===== config.mk =====
export PLATFORM = sky130hd
export DESIGN_NAME = mem_interface
export DESIGN_NICKNAME = d
export VERILOG_FILES = /design/src/rtl/trv32i_mem_pkg.sv /design/src/rtl/mem_lane_align.sv /design/src/rtl/mem_interface.sv
export SDC_FILE = /design/constraint.sdc
export NUM_CORES = 1
export LEC_CHECK = 0
export ABC_AREA = 1
export CAP_MARGIN = 20
export CELL_PAD_IN_SITES_DETAIL_PLACEMENT = 1
export CELL_PAD_IN_SITES_GLOBAL_PLACEMENT = 2
export CORE_MARGIN = 4
export CORE_UTILIZATION = 27
export DETAILED_ROUTE_END_ITERATION = 10
export GPL_ROUTABILITY_DRIVEN = 0
export PLACE_DENSITY = 0.9
export RECOVER_POWER = 25
export SETUP_SLACK_MARGIN = 0.5
export SYNTH_ARGS = -nofsm -noshare
export SYNTH_HDL_FRONTEND = slang
export SYNTH_HIERARCHICAL = 1
export SYNTH_SLANG_ARGS = --single-unit

===== constraint.sdc =====
create_clock -name clk -period 4.45 [get_ports clk]
set_input_delay 0.445 -clock clk [delete_from_list [all_inputs] [get_ports clk]]
set_output_delay 0.445 -clock clk [all_outputs]
set_load 0.05 [all_outputs]

===== src/rtl/trv32i_mem_pkg.sv =====
// trv32i_mem_pkg: funct3 codes, FSM state type and request legality check shared by the data-memory interface
package trv32i_mem_pkg;
  localparam logic [2:0] F3_B  = 3'b000;
  localparam logic [2:0] F3_H  = 3'b001;
  localparam logic [2:0] F3_W  = 3'b010;
  localparam logic [2:0] F3_BU = 3'b100;
  localparam logic [2:0] F3_HU = 3'b101;
  typedef enum logic [1:0] {IDLE, ACCESS, RESP} mem_state_t;
  // Legal funct3 for the direction, and naturally aligned for its size.
  function automatic logic is_legal(input logic we, input logic [2:0] funct3, input logic [1:0] addr);
    return funct3 == F3_B  ? 1'b1 :
           funct3 == F3_BU ? !we :
           funct3 == F3_H  ? !addr[0] :
           funct3 == F3_HU ? (!we && !addr[0]) :
           funct3 == F3_W  ? (addr == 2'b00) : 1'b0;
  endfunction
endpackage


===== src/rtl/mem_lane_align.sv =====
// mem_lane_align: store data replication, byte-enable generation and load extract/extend
//   funct3/lane : access size code and byte lane (addr[1:0])
//   wdata       : right-justified store data  -> wdata_rep, byte_en
//   rdata       : memory read word            -> load_data (extended)
module mem_lane_align
  import trv32i_mem_pkg::*;
(
  input  logic [2:0]  funct3,
  input  logic [1:0]  lane,
  input  logic [31:0] wdata,
  input  logic [31:0] rdata,
  output logic [31:0] wdata_rep,
  output logic [3:0]  byte_en,
  output logic [31:0] load_data
);
  logic [7:0]  b;
  logic [15:0] h;
  always_comb begin
    b = rdata[{lane, 3'b000} +: 8];
    h = rdata[{lane[1], 4'b0000} +: 16];
    wdata_rep = funct3 == F3_B ? {4{wdata[7:0]}} : funct3 == F3_H ? {2{wdata[15:0]}} : wdata;
    byte_en = funct3 == F3_B ? 4'b0001 << lane : funct3 == F3_H ? 4'b0011 << lane : 4'b1111;
    load_data = funct3 == F3_B  ? {{24{b[7]}}, b} :
                funct3 == F3_BU ? {24'b0, b} :
                funct3 == F3_H  ? {{16{h[15]}}, h} :
                funct3 == F3_HU ? {16'b0, h} : rdata;
  end
endmodule


===== src/rtl/mem_interface.sv =====
// mem_interface: TRV32I load/store path to a variable-latency data memory with timeout
//   core_*  : request (req/we/funct3/addr/wdata) and response (rdata/stall/done/err)
//   mem_*   : word-aligned address, replicated write data, held strobes, byte enables, ready/rdata
//   rst     : asynchronous, active-low
module mem_interface
  import trv32i_mem_pkg::*;
#(
  parameter int B_WIDTH = 32,
  parameter int TIMEOUT = 255
) (
  input  logic                 clk,
  input  logic                 rst,
  input  logic                 core_req,
  input  logic                 core_we,
  input  logic [2:0]           core_funct3,
  input  logic [B_WIDTH-1:0]   core_addr,
  input  logic [B_WIDTH-1:0]   core_wdata,
  output logic [B_WIDTH-1:0]   core_rdata,
  output logic                 core_stall,
  output logic                 core_done,
  output logic                 core_err,
  output logic [B_WIDTH-1:0]   mem_addr,
  output logic [B_WIDTH-1:0]   mem_wdata,
  output logic                 mem_read_en,
  output logic                 mem_write_en,
  output logic [B_WIDTH/8-1:0] write_byte_en,
  input  logic                 mem_ready,
  input  logic [B_WIDTH-1:0]   mem_rdata
);
  if (B_WIDTH != 32 || TIMEOUT < 1) begin : g_bad_param
    $error("mem_interface: B_WIDTH must be 32 and TIMEOUT at least 1");
  end
  localparam int CW = $clog2(TIMEOUT + 1);
  mem_state_t      state;
  logic [CW-1:0]   cnt;
  logic [2:0]      f3_r;
  logic [1:0]      lane_r;
  logic            we_r, err_r;
  logic [31:0]     wdata_rep, load_data;
  logic [3:0]      byte_en;
  // One aligner serves both paths: core fields while idle (store setup), latched fields during the access (load extract).
  mem_lane_align u_align (
    .funct3    (state == IDLE ? core_funct3 : f3_r),
    .lane      (state == IDLE ? core_addr[1:0] : lane_r),
    .wdata     (core_wdata),
    .rdata     (mem_rdata),
    .wdata_rep (wdata_rep),
    .byte_en   (byte_en),
    .load_data (load_data)
  );
  // Stall is gated by rst so every output reads 0 during reset even with core_req held.
  assign core_stall   = rst && ((state == IDLE && core_req) || state == ACCESS);
  assign core_done    = state == RESP;
  assign core_err     = state == RESP && err_r;
  assign mem_read_en  = state == ACCESS && !we_r;
  assign mem_write_en = state == ACCESS && we_r;
  always_ff @(posedge clk or negedge rst) begin
    if (!rst) begin
      state         <= IDLE;
      cnt           <= '0;
      f3_r          <= '0;
      lane_r        <= '0;
      we_r          <= 1'b0;
      err_r         <= 1'b0;
      mem_addr      <= '0;
      mem_wdata     <= '0;
      write_byte_en <= '0;
      core_rdata    <= '0;
    end else begin
      case (state)
        IDLE: if (core_req) begin
          if (is_legal(core_we, core_funct3, core_addr[1:0])) begin
            state         <= ACCESS;
            cnt           <= '0;
            f3_r          <= core_funct3;
            lane_r        <= core_addr[1:0];
            we_r          <= core_we;
            err_r         <= 1'b0;
            mem_addr      <= {core_addr[B_WIDTH-1:2], 2'b00};
            mem_wdata     <= core_we ? wdata_rep : '0;
            write_byte_en <= core_we ? byte_en : '0;
          end else begin
            state      <= RESP;
            err_r      <= 1'b1;
            core_rdata <= '0;
          end
        end
        ACCESS: if (mem_ready) begin
          state      <= RESP;
          core_rdata <= we_r ? core_rdata : load_data;
        end else if (cnt == CW'(TIMEOUT - 1)) begin
          state      <= RESP;
          err_r      <= 1'b1;
          core_rdata <= '0;
        end else begin
          cnt <= cnt + 1'b1;
        end
        default: state <= IDLE;
      endcase
    end
  end
endmodule


==> results_dict.tcl, run 1 <==
set metrics [dict create \
    drt_pre_antenna_iters 5 \
    placement.cell_area_um2 8740 \
    layout_cell_share_with_drive_strength_beyond_1 0.0552 \
    wl_met3_um 1910 \
    critPathRequiredTime_ns 4.88 \
    crit_path_max_incr_delay_ns 2.09 \
    worst-path-buf-inv 3 \
    clock_buffers_created_by_tritoncts 17 \
    tightestPinTransition_ns 2.96 \
    violations "max-capacitance violations, max-slew violations" \
    proportion_of_synthesized_chip_area_in_sequential_cells 0.437 \
    area_growth_syn_to_layout_pct 41.9 \
    grtUsageTotal 0.184 \
    clk_path_buf_depth 2 \
    final-hold-violation-count 0 \
    synthesis.area_per_instance_um2 6.89 \
    rsz_0062_raised_after_global_routing "false" \
    fin_crit_sh 0.739 \
    final_net_count 1238 \
    synth.distinct_cells 35 \
    slew_headroom -0.976 \
    cell_family_with_the_largest_share_of_critical_path_delay "buffers and inverters" \
    instances_no_fill 1460 \
    global_route_wire_length_before_repair_um 39200 \
    remaining_global_route_overflow 0 \
    postSynth.topFlopCell "dfrtp_1" \
    ctsHtreeMaxLevel 4 \
    async_reset_ff_frac 1.00 \
    fin_crit_ns 3.29 \
    worst_clock_skew_ns 0.0114 \
    setup_viol 0 \
    avgViaCountPerCell 4.57 \
    fp.dieArea_um2 26900 \
    overall_die_width_um 164 \
    multi_input_area_um2 3090 \
    route.met2.wl_um 12000 \
    detail_route.drc_violations 0 \
    cts_root_buffer "clkbuf_16" \
    crit_path_max_fanout 67 \
    critical-path-slowest-cell "clkbuf_1" \
    detailedRoute.firstIterationViolations 339 \
    highest_layer "met5" \
    final-seq-area_um2 2880 \
    worst_hold_endpoint "core_rdata[29]" \
    wirelength_um 24400 \
    regToRegEndpoint "core_rdata[18]" \
    cp-end-kind "asynchronous set/reset pin" \
    io_buffer_count 206 \
    reg2reg_from "state[0]" \
    detailed_place_hpwl_um 17500 \
    ant_nets 0 \
    max-cap-violations 1 \
    fill_cells 2953 \
    core-area_um2 23800 \
    synth.ff_latch_count 115 \
    total_negative_setup_slack_ns 0 \
    crit_top_cell "buf_4" \
    dr_total_vias 6674 \
    fmax_ghz 0.304 \
    wire_per_inst_um 16.7 \
    ioPinCount 209 \
    post_synth_inst_count 955 \
    number_of_antenna_violations_at_the_first_check_in_global_routing 1 \
    leakage_dissipation_uw 0.00473 \
    grt_start_max_net_pins 71 \
    synth_enable_flop_cells 0 \
    slew_violations 50 \
    first_global_vias 7120 \
    std_cell_rows 56 \
    place_inst 1427 \
    cts_tree "done" \
    startpoint_types "primary input" \
    hold_path.class "reg2reg" \
    synth_area_um2 6580 \
    rr_worst_depth 11 \
    p_per_area_nw_per_um2 805 \
    critical_path_class "in2async" \
    worst_skew_pair.late_latency_ns 0.43 \
    min_path_cells 2 \
    r2r_setup_slack_ns 1.26 \
    floorplan.initialDensity 0.277 \
    diodes 0 \
    clk_pin_slew_ns 0.06 \
    worstPathCellList "buf_4 > clkbuf_1 > buf_4" \
    hold_path_startpoint "core_rdata[29]" \
    die-height_um 164 \
    status "finished, violations left" \
    power.ir.vdd_worst_uv 417 \
    clock-sinks 115 \
    fin_area_um2 9340 \
    ys.warnings.count 6 \
    cp_data_arrival_time_ns 3.72 \
    detail_route.wirelength.met1_um 10200 \
]
[cell usage in the layout, fill, tap and decap left out, drive strengths merged, types with 3 or more instances in the layout]
cell type / n
a21oi: 7
buf: 10
clkbuf: 18
clkdlybuf4s50: 205
clkinv: 5
dfrtp: 115
ha: 6
inv: 72
nand2: 501
nand3: 51
nand4: 34
nor2: 50
o211ai: 7
o21ai: 41
xor2: 3
[per-layer routing]
| layer | global-route usage | vias up |
|---|---|---|
| li1 | - | 3317 |
| met1 | 0.227 | 3190 |
| met2 | 0.303 | 147 |
| met4 | 0.0461 | 2 |
| met3 | 0.0710 | 18 |
| met5 | 0 | - |
[where the power goes]
part	internal (uW)	switching, uW	leakage [uW]	total, uW
Combinational	1310	3130	0.00293	4440
Sequential	1430	234	0.00151	1660
Clock	840	578	0.000289	1420
Total	3580	3940	0.00473	7520
[kinds of logic after synthesis]
logic type	after synthesis	share of synthesized area
flip-flops	115	0.437
buffers and inverters	129	0.0948
AO/OA/AOI/OAI	61	0.0538
XOR/XNOR	3	0.00399
adder cells (fa/ha/maj)	6	0.0114
other	1	0.000570
AND/OR/NAND/NOR	640	0.398
[registers in the layout, summed over array words and instances, names as in the netlist]
| name | cells |
|---|---|
| cnt | 8 |
| mem_wdata | 32 |
| core_rdata | 32 |
| we_r | 1 |
| state | 2 |
| lane_r | 2 |
| mem_addr | 30 |
| err_r | 1 |
| write_byte_en | 4 |
| f3_r | 3 |
[worst min-delay path, delay by kind of cell, from the launching register on]
| kind | cells | cell delay (ns) |
|---|---|---|
| flip-flops | 1 | 0.34 |
| AND/OR/NAND/NOR | 2 | 0.09 |
[through the flow]
step | hold slack [ns] | setup slack, ns | util | power, uW
final | 0.470 | 1.16 | 0.393 | 7520
after floorplan | 0.149 | 1.93 | - | 4720
after CTS | 0.227 | 0.859 | 0.393 | 7600
after global placement | 0.458 | 0.966 | 0.368 | 6070
after global routing | 0.495 | 0.452 | 0.393 | 8080
after detailed placement | 0.458 | 0.853 | 0.368 | 6120
[final cells by class]
class,count,share of cell area
multi-input cells,712,0.331
flip-flops and latches,115,0.308
repair buffers,216,0.228
clock buffers,17,0.0455
well taps,319,0.0427
inverters,66,0.0265
clock inverters,15,0.0185
[repair_timing]
action,in CTS,in global routing
setup buffers,0,1
setup endpoints to repair,0,19
hold buffers,0,0
resized for setup,0,1
[cells in the mapped netlist (3+ instances only)]
cell type,number,share of area
a21oi_1,6,0.0046
buf_2,30,0.023
buf_4,15,0.017
buf_6,6,0.010
clkbuf_1,9,0.0051
dfrtp_1,115,0.44
ha_1,6,0.011
inv_1,60,0.034
inv_2,6,0.0034
nand2_1,497,0.28
nand2_2,3,0.0029
nand3_1,50,0.038
nand4_1,33,0.031
nor2_1,45,0.026
nor2_4,3,0.0051
o211ai_1,7,0.0080
o21ai_0,33,0.025
o21ai_1,8,0.0061
xor2_1,3,0.0040
[worst max path at each step]
stage,start,to,cells after the start
floorplan,state[1],core_stall,5
global placement,core_funct3[0],core_rdata[15],12
detailed placement,core_funct3[0],core_rdata[14],12
CTS,state[0],core_rdata[18],13
global route,rst,write_byte_en[1],3
finish,rst,write_byte_en[1],3
(Power assumes the default switching activity.)
==> run 2: changes to the inputs <==
- CORE_UTILIZATION: 27 -> 25
- PLACE_DENSITY: 0.9 -> 0.84
- clock period: 4.45 -> 3.1 ns (I/O delays scaled with it)
==> results_dict.tcl, run 2 (synthesis gave the netlist of run 1 again) <==
set metrics [dict create \
    total_negative_setup_slack_ns 0 \
    worstPathCellList "nor2_4 > inv_2 > o21ai_1 > buf_4 > inv_1 > nand3_1 > clkinvlp_4 > buf_12 > nand2_1 > nand3_1 > nand2_1 > nand2_1 > nor2_1 > nand4_1 > nand2_1" \
    slew_headroom -0.0939 \
    worst_skew_pair.late_latency_ns 0.42 \
    cts_root_buffer "clkbuf_16" \
    layout_commonest_cell "nand2_1" \
    wirelength_um 24800 \
    violations "max-capacitance violations, max-slew violations" \
    finalWorstSetupSlack_ns 0.701 \
    drt_pre_antenna_iters 4 \
    clock-sinks 115 \
    pre_cts_ws_ns 0.143 \
    critPathRequiredTime_ns 3.45 \
    layout_cell_share_with_drive_strength_beyond_1 0.0753 \
    layout_common_cells "493 x nand2_1, 204 x clkdlybuf4s50_1, 115 x dfrtp_1, 59 x inv_1, 48 x nand3_1" \
    fmax_ghz 0.417 \
    remaining_global_route_overflow 0 \
    dr_total_vias 6817 \
    hold_path.class "in2reg" \
    grt_start_max_net_pins 116 \
    r2r_setup_slack_ns 0.70 \
    io_buffer_count 206 \
    fp.dieArea_um2 29000 \
    leakage_dissipation_uw 0.00479 \
    power.ir.vdd_worst_uv 422 \
    grt_met2_use 0.285 \
    detailed_place_hpwl_um 17700 \
    overall_die_width_um 170 \
    status "finished, violations left" \
    die-height_um 170 \
    post_cts_hold_buffer_count 0 \
    clock_buffers_created_by_tritoncts 17 \
    setup_viol 0 \
    power_uw 11100 \
    detail_route.drc_violations 0 \
    first_global_vias 7382 \
    area_growth_syn_to_layout_pct 44.8 \
    fin_crit_ns 2.40 \
    avgViaCountPerCell 4.58 \
    fill_cells 3238 \
    wire_per_inst_um 16.6 \
    std_cell_rows 59 \
    clk_path_buf_depth 2 \
    crit_path_max_incr_delay_ns 0.45 \
    startpoint_types "flop" \
    grtUsageTotal 0.169 \
    grt.busiest_layer "met2" \
    ant_nets 0 \
    critical-path-slowest-cell "dfrtp_1" \
    crit_top_cell "nand2_1" \
    rsz_0062_raised_after_global_routing "false" \
    worst-path-buf-inv 5 \
    core-area_um2 26000 \
    critical_path_class "reg2reg" \
    fin_crit_sh 0.774 \
    max-cap-violations 1 \
    final-hold-violation-count 0 \
    crit_path_max_fanout 8 \
    global_route_wire_length_before_repair_um 39700 \
    tightestPinTransition_ns 1.64 \
    worst_clock_skew_ns 0.0133 \
    grt_use_met1 0.207 \
    cp-end-kind "flop" \
    number_of_antenna_violations_at_the_first_check_in_global_routing 3 \
    biggestRegsByFlops "core_rdata: 32 flops, mem_wdata: 32 flops, mem_addr: 30 flops" \
    clk_pin_slew_ns 0.06 \
    diodes 0 \
    cts_tree "done" \
    ioPinCount 209 \
    slew_violations 116 \
    cell_family_with_the_largest_share_of_critical_path_delay "simple AND/OR/NAND/NOR gates" \
    cp_data_arrival_time_ns 2.75 \
    p_per_area_nw_per_um2 1160 \
    final_net_count 1252 \
    detailedRoute.firstIterationViolations 334 \
    floorplan.initialDensity 0.253 \
    ctsHtreeMaxLevel 4 \
    grt.met3_usage 0.0613 \
]
==> run 2: cell count changes in the layout (fill, tap and decap cells not counted), moves of 3 or more <==
| cell | before | now |
|---|---|---|
| buf_4 | 10 | 18 |
| o21ai_0 | 31 | 27 |
| clkinvlp_4 | 2 | 5 |
| nand2_1 | 496 | 493 |
| nand2_2 | 4 | 7 |
==> run 2: layer usage <==
| layer | up-vias | routed length, um | share of wire |
|---|---|---|---|
| li1 | 3342 | - | - |
| met1 | 3282 | 10500 | 0.42 |
| met2 | 158 | 12100 | 0.49 |
| met3 | 29 | 1820 | 0.074 |
| met4 | 6 | 347 | 0.014 |
| met5 | - | 45 | 0.0018 |
==> run 2: final cells by class <==
cell class / count / area [um^2] / share of cell area
repair buffers: 228 / 2240 / 0.235
well taps: 335 / 419 / 0.0440
clock buffers: 18 / 439 / 0.0461
clock inverters: 14 / 153 / 0.0160
multi-input cells: 714 / 3160 / 0.331
flip-flops and latches: 115 / 2880 / 0.302
inverters: 66 / 251 / 0.0264
==> run 2: power breakdown <==
group | switching [uW] | internal (uW)
Clock | 784 | 1210
Sequential | 340 | 2060
Combinational | 4650 | 2030
Total | 5770 | 5300
==> run 2: worst min-delay path: cells and delay by family <==
family        cells  cell delay (ns)
buf+inv           1             0.39
simple gates      2             0.10
==> run 2: final timing paths <==
| kind | start | to | cells after the start |
|---|---|---|---|
| setup / recovery | state[0] | core_rdata[10] | 15 |
| hold / removal | core_addr[4] | mem_addr[4] | 3 |
| setup reg to reg | state[0] | core_rdata[10] | 15 |
| hold reg to reg | core_rdata[26] | core_rdata[26] | 2 |
| max in group asynchronous | rst | core_rdata[21] | 2 |
| min in group asynchronous | rst | mem_wdata[2] | 2 |
==> run 2: per-stage QoR <==
| step | cells | area, um^2 | hold WS [ns] | utilization |
|---|---|---|---|---|
| 2_1_floorplan | 956 | 6590 | 0.0144 | - |
| 3_3_place_gp | 1453 | 8840 | 0.456 | 0.340 |
| 3_5_place_dp | 1453 | 8840 | 0.463 | 0.340 |
| 4_1_cts | 1485 | 9460 | 0.0696 | 0.364 |
| 5_1_grt | 1490 | 9530 | 0.420 | 0.367 |
| 6_report | 1490 | 9530 | 0.424 | 0.367 |
==> run 2: what timing repair did <==
action,4_1_cts,5_1_grt
cloned,0,2
setup endpoints to repair,49,32
pin swaps,0,2
resized for setup,7,12
buffers inserted,0,3
==> run 3: changes to the inputs <==
- CORE_UTILIZATION: 25 -> 22
- PLACE_DENSITY: 0.84 -> 0.79
- clock period: 3.1 -> 1.95 ns (I/O delays scaled with it)
==> results_dict.tcl, run 3 (synthesis gave the netlist of run 1 again) <==
set metrics [dict create \
    status "finished, violations left" \
    violations "negative setup slack" \
    final_net_count 1323 \
    p_sw_frac 0.503 \
    first_global_vias 7805 \
    rsz_0062_raised_after_global_routing "true" \
    placement.cell_area_um2 9440 \
    power_switching_uw 10900 \
    r2r_setup_slack_ns -0.16 \
    clk_pin_slew_ns 0.06 \
    overall_die_width_um 181 \
    route.met2.wl_um 14200 \
    avgViaCountPerCell 4.49 \
    clock_buffers_created_by_tritoncts 17 \
    die-height_um 181 \
    grtUsageTotal 0.169 \
    clock-sinks 115 \
    rr_worst_depth 15 \
    floorplan.initialDensity 0.223 \
    grt_start_max_net_pins 116 \
    global_route_wire_length_before_repair_um 44500 \
    fmax_ghz 0.474 \
    core-area_um2 29600 \
    critical_path.startpoint "state[1]" \
    dr_total_vias 7250 \
    crit_path_max_fanout 7 \
    setup_viol 44 \
    cp-end-kind "flop" \
    tightestPinTransition_ns 1.14 \
    power_uw 21800 \
    number_of_antenna_violations_at_the_first_check_in_global_routing 1 \
    cell_internal_pwr_uw 10800 \
    clockPowerShare 0.156 \
    ctsHtreeMaxLevel 4 \
    detailedRoute.firstIterationViolations 368 \
    ant_nets 0 \
    highest_layer "met5" \
    fin_crit_sh 1.08 \
    fin_area_um2 11500 \
    leakage_dissipation_uw 0.00562 \
    io_buffer_count 206 \
    cp_data_arrival_time_ns 2.46 \
    clk_path_buf_depth 2 \
    wire_per_inst_um 17.9 \
    critPathRequiredTime_ns 2.30 \
    p_seq_frac 0.176 \
    finalWorstSetupSlack_ns -0.159 \
    layout_common_cells "443 x nand2_1, 114 x dfrtp_1, 102 x clkdlybuf4s50_1, 95 x clkdlybuf4s15_2, 52 x inv_1" \
    wirelength_um 28900 \
    power.ir.vdd_worst_uv 632 \
    layout_cell_share_with_drive_strength_beyond_1 0.301 \
    detail_route.drc_violations 0 \
    slew_violations 0 \
    fin_crit_ns 2.11 \
    drt_pre_antenna_iters 4 \
    startpoint_types "flop" \
    p_per_area_nw_per_um2 1890 \
    max-cap-violations 0 \
    slew_headroom 0.240 \
    diodes 0 \
    worst_skew_pair.late_latency_ns 0.42 \
    std_cell_rows 63 \
    critical_path_class "reg2reg" \
    biggestRegsByFlops "core_rdata: 32 flops, mem_wdata: 32 flops, mem_addr: 30 flops" \
    remaining_global_route_overflow 0 \
    regToRegEndpoint "core_rdata[9]" \
    ioPinCount 209 \
    area_growth_syn_to_layout_pct 74.6 \
    worst_clock_skew_ns 0.0107 \
    reg2reg_from "state[1]" \
    p_comb_frac 0.668 \
    fp.dieArea_um2 32800 \
    cts_tree "done" \
    final-hold-violation-count 0 \
    layout_commonest_cell "nand2_1" \
    wl_met3_um 2030 \
    detailed_place_hpwl_um 18800 \
    critical_path.endpoint "core_rdata[9]" \
    cts_root_buffer "clkbuf_16" \
    detail_route.wirelength.met1_um 11900 \
    hold_path.class "in2reg" \
]
==> run 3: cell types whose count changed in the layout (fill, tap and decap cells not counted), sizes merged, moves of 2 or more <==
cell	delta
buf	+72
bufbuf	+2
clkdlybuf4s15	+95
clkdlybuf4s50	-102
clkinv	+3
clkinvlp	-3
nand3	+2
==> run 3: worst max-delay path, stage by stage (launching register included) <==
cell and delay [ns]:
dfrtp_2 0.43, nor2_4 0.14, buf_8 0.15, buf_12 0.11
o21ai_4 0.07, inv_2 0.09, nand2_4 0.08, nor2_4 0.14
buf_12 0.13, buf_6 0.09, nand3_4 0.12, nand2_1 0.12
nand2_1 0.06, nor2_1 0.10, nand4_1 0.10, nand2_1 0.08
==> run 3: layout make-up <==
cell class / count / area (um^2)
Tap cell: 390 / 488
Clock buffer: 18 / 439
Clock inverter: 14 / 176
Timing Repair Buffer: 297 / 3430
Sequential cell: 115 / 2880
Inverter: 66 / 288
Multi-Input combinational cell: 716 / 3800
Fill cell: 3500 / 18100
==> run 3: power by group through the flow <==
| stage | Combinational, uW | Sequential [uW] | Clock (uW) |
|---|---|---|---|
| after floorplan | 4910 | 6480 | 0 |
| after global placement | 11600 | 3800 | 0 |
| after detailed placement | 11700 | 3830 | 0 |
| after CTS | 12900 | 3820 | 3470 |
| after global routing | 15600 | 3960 | 3590 |
| final | 14600 | 3830 | 3400 |
==> run 3: layer usage <==
layer  up-vias  global-route usage
met5         -                   0
met4         2              0.0546
met3        45              0.0473
met2       205               0.287
met1      3508               0.209
li1       3490                   -
==> run 3: worst min path at each step <==
stage / from / endpoint / slack [ns] / depth (start not counted)
3_3_place_gp: rst / mem_addr[31] / 0.40 / 2
6_report: core_addr[9] / mem_addr[9] / 0.31 / 3
2_1_floorplan: rst / cnt[0] / -0.10 / 0
3_5_place_dp: rst / mem_addr[7] / 0.41 / 2
5_1_grt: core_addr[19] / mem_addr[19] / 0.30 / 3
4_1_cts: core_addr[9] / mem_addr[9] / 0.29 / 3
==> run 3: stage by stage <==
step,worst slack (ns),util,hold slack (ns),instances,setup TNS [ns]
finish,-0.159,0.389,0.305,1616,-3.74
global route,-0.293,0.389,0.298,1616,-9.71
CTS,-0.0809,0.367,0.288,1595,-1.40
detailed placement,-0.221,0.319,0.414,1536,-4.00
global placement,-0.181,0.319,0.401,1536,-2.14
floorplan,0.107,-,-0.101,956,0
==> run 3: timing repair <==
item	CTS	global route
cloned	9	3
pin swaps	44	64
hold buffers	1	0
endpoints found under the hold margin	115	0
setup buffers	17	18
resized for setup	373	128
setup endpoints to repair	214	119
==> RTL change, RTL diff (config.mk and constraints of run 3) <==
Encoding of `mem_state_t`: now one-hot (3 bits for 3 states).
--- a/src/rtl/trv32i_mem_pkg.sv
+++ b/src/rtl/trv32i_mem_pkg.sv
@@ -5,7 +5,7 @@
   localparam logic [2:0] F3_W  = 3'b010;
   localparam logic [2:0] F3_BU = 3'b100;
   localparam logic [2:0] F3_HU = 3'b101;
-  typedef enum logic [1:0] {IDLE, ACCESS, RESP} mem_state_t;
+  typedef enum logic [2:0] {IDLE = 3'b001, ACCESS = 3'b010, RESP = 3'b100} mem_state_t;
   // Legal funct3 for the direction, and naturally aligned for its size.
   function automatic logic is_legal(input logic we, input logic [2:0] funct3, input logic [1:0] addr);
     return funct3 == F3_B  ? 1'b1 :
Function: same outputs for any inputs over 4 cycles, from zero or initial values and one cycle with rst low; so few cycles prove little.
==> RTL change against run 3 <==
  * The run still ends with negative setup slack left
  * Worst setup slack got worse by 50 ps
  * Clock skew rose by 2.9 ps
  * Utilization rose by 0.13 points
  * Routed wire length rose by 4.1%
  * Final area rose by 3.8%
  * Total power fell by 3.1%
  * Area after synthesis rose by 3.4%
  * Sequential cell count rose by 1
  * Combinational power fell by 8%
==> RTL change: results (changes against run 3) <==
The logs give 117 (+0.86%) for the pin count of the biggest net entering global routing and 1358 (+2.6%) for the number of nets in the final layout. The largest individual stage delay along the critical path comes from the cell dfstp_2. The share of layout cells above drive strength 1 was 32.5% (+2.4 points).

The run finished, with violations left. The post-layout worst setup margin was -209 ps (-49.7 ps). The worst-case vdd ir drop was 0.695 mV (+10%).

For the register area, the log shows 2900 um2 (+0.87%). Launching point of the worst reg2reg path: state[0]$_DFFE_PN1P_. The iteration-0 DRC count of the detailed router was 384 (+4.3%). Headroom to the max-slew limit: 23.0% (-0.96 points). The count of placed standard cells including taps was 1571 (+2.3%); the peak per-stage delay on the critical path was 580 ps (+150 ps).

For the sum of routed wire length over all layers, the log shows 30100 um (+4.1%). The critical path is of the flop to output pin type. Worst endpoint data arrival time: 1960 ps (-500 ps).

Critical hold path startpoint: core_addr[23]. The number of unique standard cell types used by synthesis is 36 (+2.9%), and the count of mapped cells out of synthesis is 984 (+3.0%). For the wire length of the first global-routing pass, the log shows 43000 um (-3.3%). The count of non-filler cells in the finished layout came out at 1656 (+2.5%). The worst slack at placement came out at -320 ps (-99.1 ps). By area the synthesized netlist is led by dfrtp_1 42%, nand2_1 24%, nand3_1 5.7%.

The highest net fanout along the worst path was 4 (-3). For the overall global routing resource usage, the log shows 16.0% (-0.89 points). Via count of the first global-routing pass: 7469 (-4.3%). The tools report the count of fill cells added during filler insertion as 3605 (+3.0%). The commonest cells after synthesis are 443 x nand2_1, 115 x dfrtp_1, 78 x nand3_1, 63 x inv_1, 51 x o21ai_0. The worst setup skew after layout is 13.7 ps (+2.90 ps). The tools report the half-perimeter wire length after detailed placement as 19400 um (+3.5%). The area of placed instances was 9690 um2 (+2.7%); the final number of setup-violating endpoints was 116 (+160%).

The sequential share of the synthesized area was 42.7% (-1.1 points); the initial antenna violation count was 0 (-1). The checks that failed: negative setup slack.
==> RTL change: area by class of cell <==
class | count | share of cell area [%]
repair buffers | 307 | 29.1
clock inverters | 14 | 2.09
multi-input cells | 737 | 34.3
clock buffers | 17 | 3.56
flip-flops and latches | 116 | 24.3
well taps | 396 | 4.15
inverters | 69 | 2.40
==> RTL change: cells by family (layout without fill, tap and decap cells) <==
family / Yosys count / after routing / synth area share (%)
xor+xnor: 2 / 2 / 0.257
buf+inv: 139 / 407 / 9.69
other cells: 1 / 2 / 0.0551
flops: 116 / 116 / 42.7
compound gates: 93 / 93 / 7.39
fa+ha+maj: 6 / 6 / 1.10
simple gates: 627 / 634 / 38.9
==> RTL change: where the power goes <==
| group | switching [W] | internal, W | leakage, nW |
|---|---|---|---|
| Combinational | 0.00832 | 0.00519 | 3.87 |
| Sequential | 0.000714 | 0.00323 | 1.53 |
| Clock | 0.00125 | 0.00241 | 0.325 |
| Total | 0.0103 | 0.0108 | 5.72 |
==> RTL change: what timing repair did <==
item	CTS	global route
resized for setup	329	214
pin swaps	12	28
hold endpoints to repair	115	0
setup buffers	9	17
setup endpoints to repair	215	132
hold buffers	1	0
cloned	4	23
==> RTL change: worst paths after layout <==
check	end	slack (ps)	cells past startpoint
worst max-delay path	core_stall	-210	9
worst min-delay path	mem_addr[23]$_DFFE_PN0P_	330	3
worst max register to register	core_rdata[23]$_DFFE_PN0P_	-200	14
worst min register to register	core_rdata[13]$_DFFE_PN0P_	480	2
max in group asynchronous	mem_wdata[13]$_DFFE_PN0P_	550	3
min in group asynchronous	cnt[5]$_DFFE_PN0P_	650	3
==> RTL change: layer usage <==
layer / GRT usage, % / wire length, um
met5: 0 / 0
met1: 21.3 / 13400
met3: 3.48 / 1380
met2: 26.8 / 15000
met4: 3.64 / 337
==> RTL change: metrics by stage <==
stage / TNS [ps] / hold WS, ps
2_1_floorplan: -1740 / -101
3_3_place_gp: -11850 / 372
3_5_place_dp: -14480 / 386
4_1_cts: -2950 / 307
5_1_grt: -22890 / 320
6_report: -11080 / 329
==> RTL change: critical path: cells and delay by family, from the launching register on <==
family,cells,cell delay [ps]
buffers and inverters,6,590
flip-flops,1,580
AND/OR/NAND/NOR,3,350
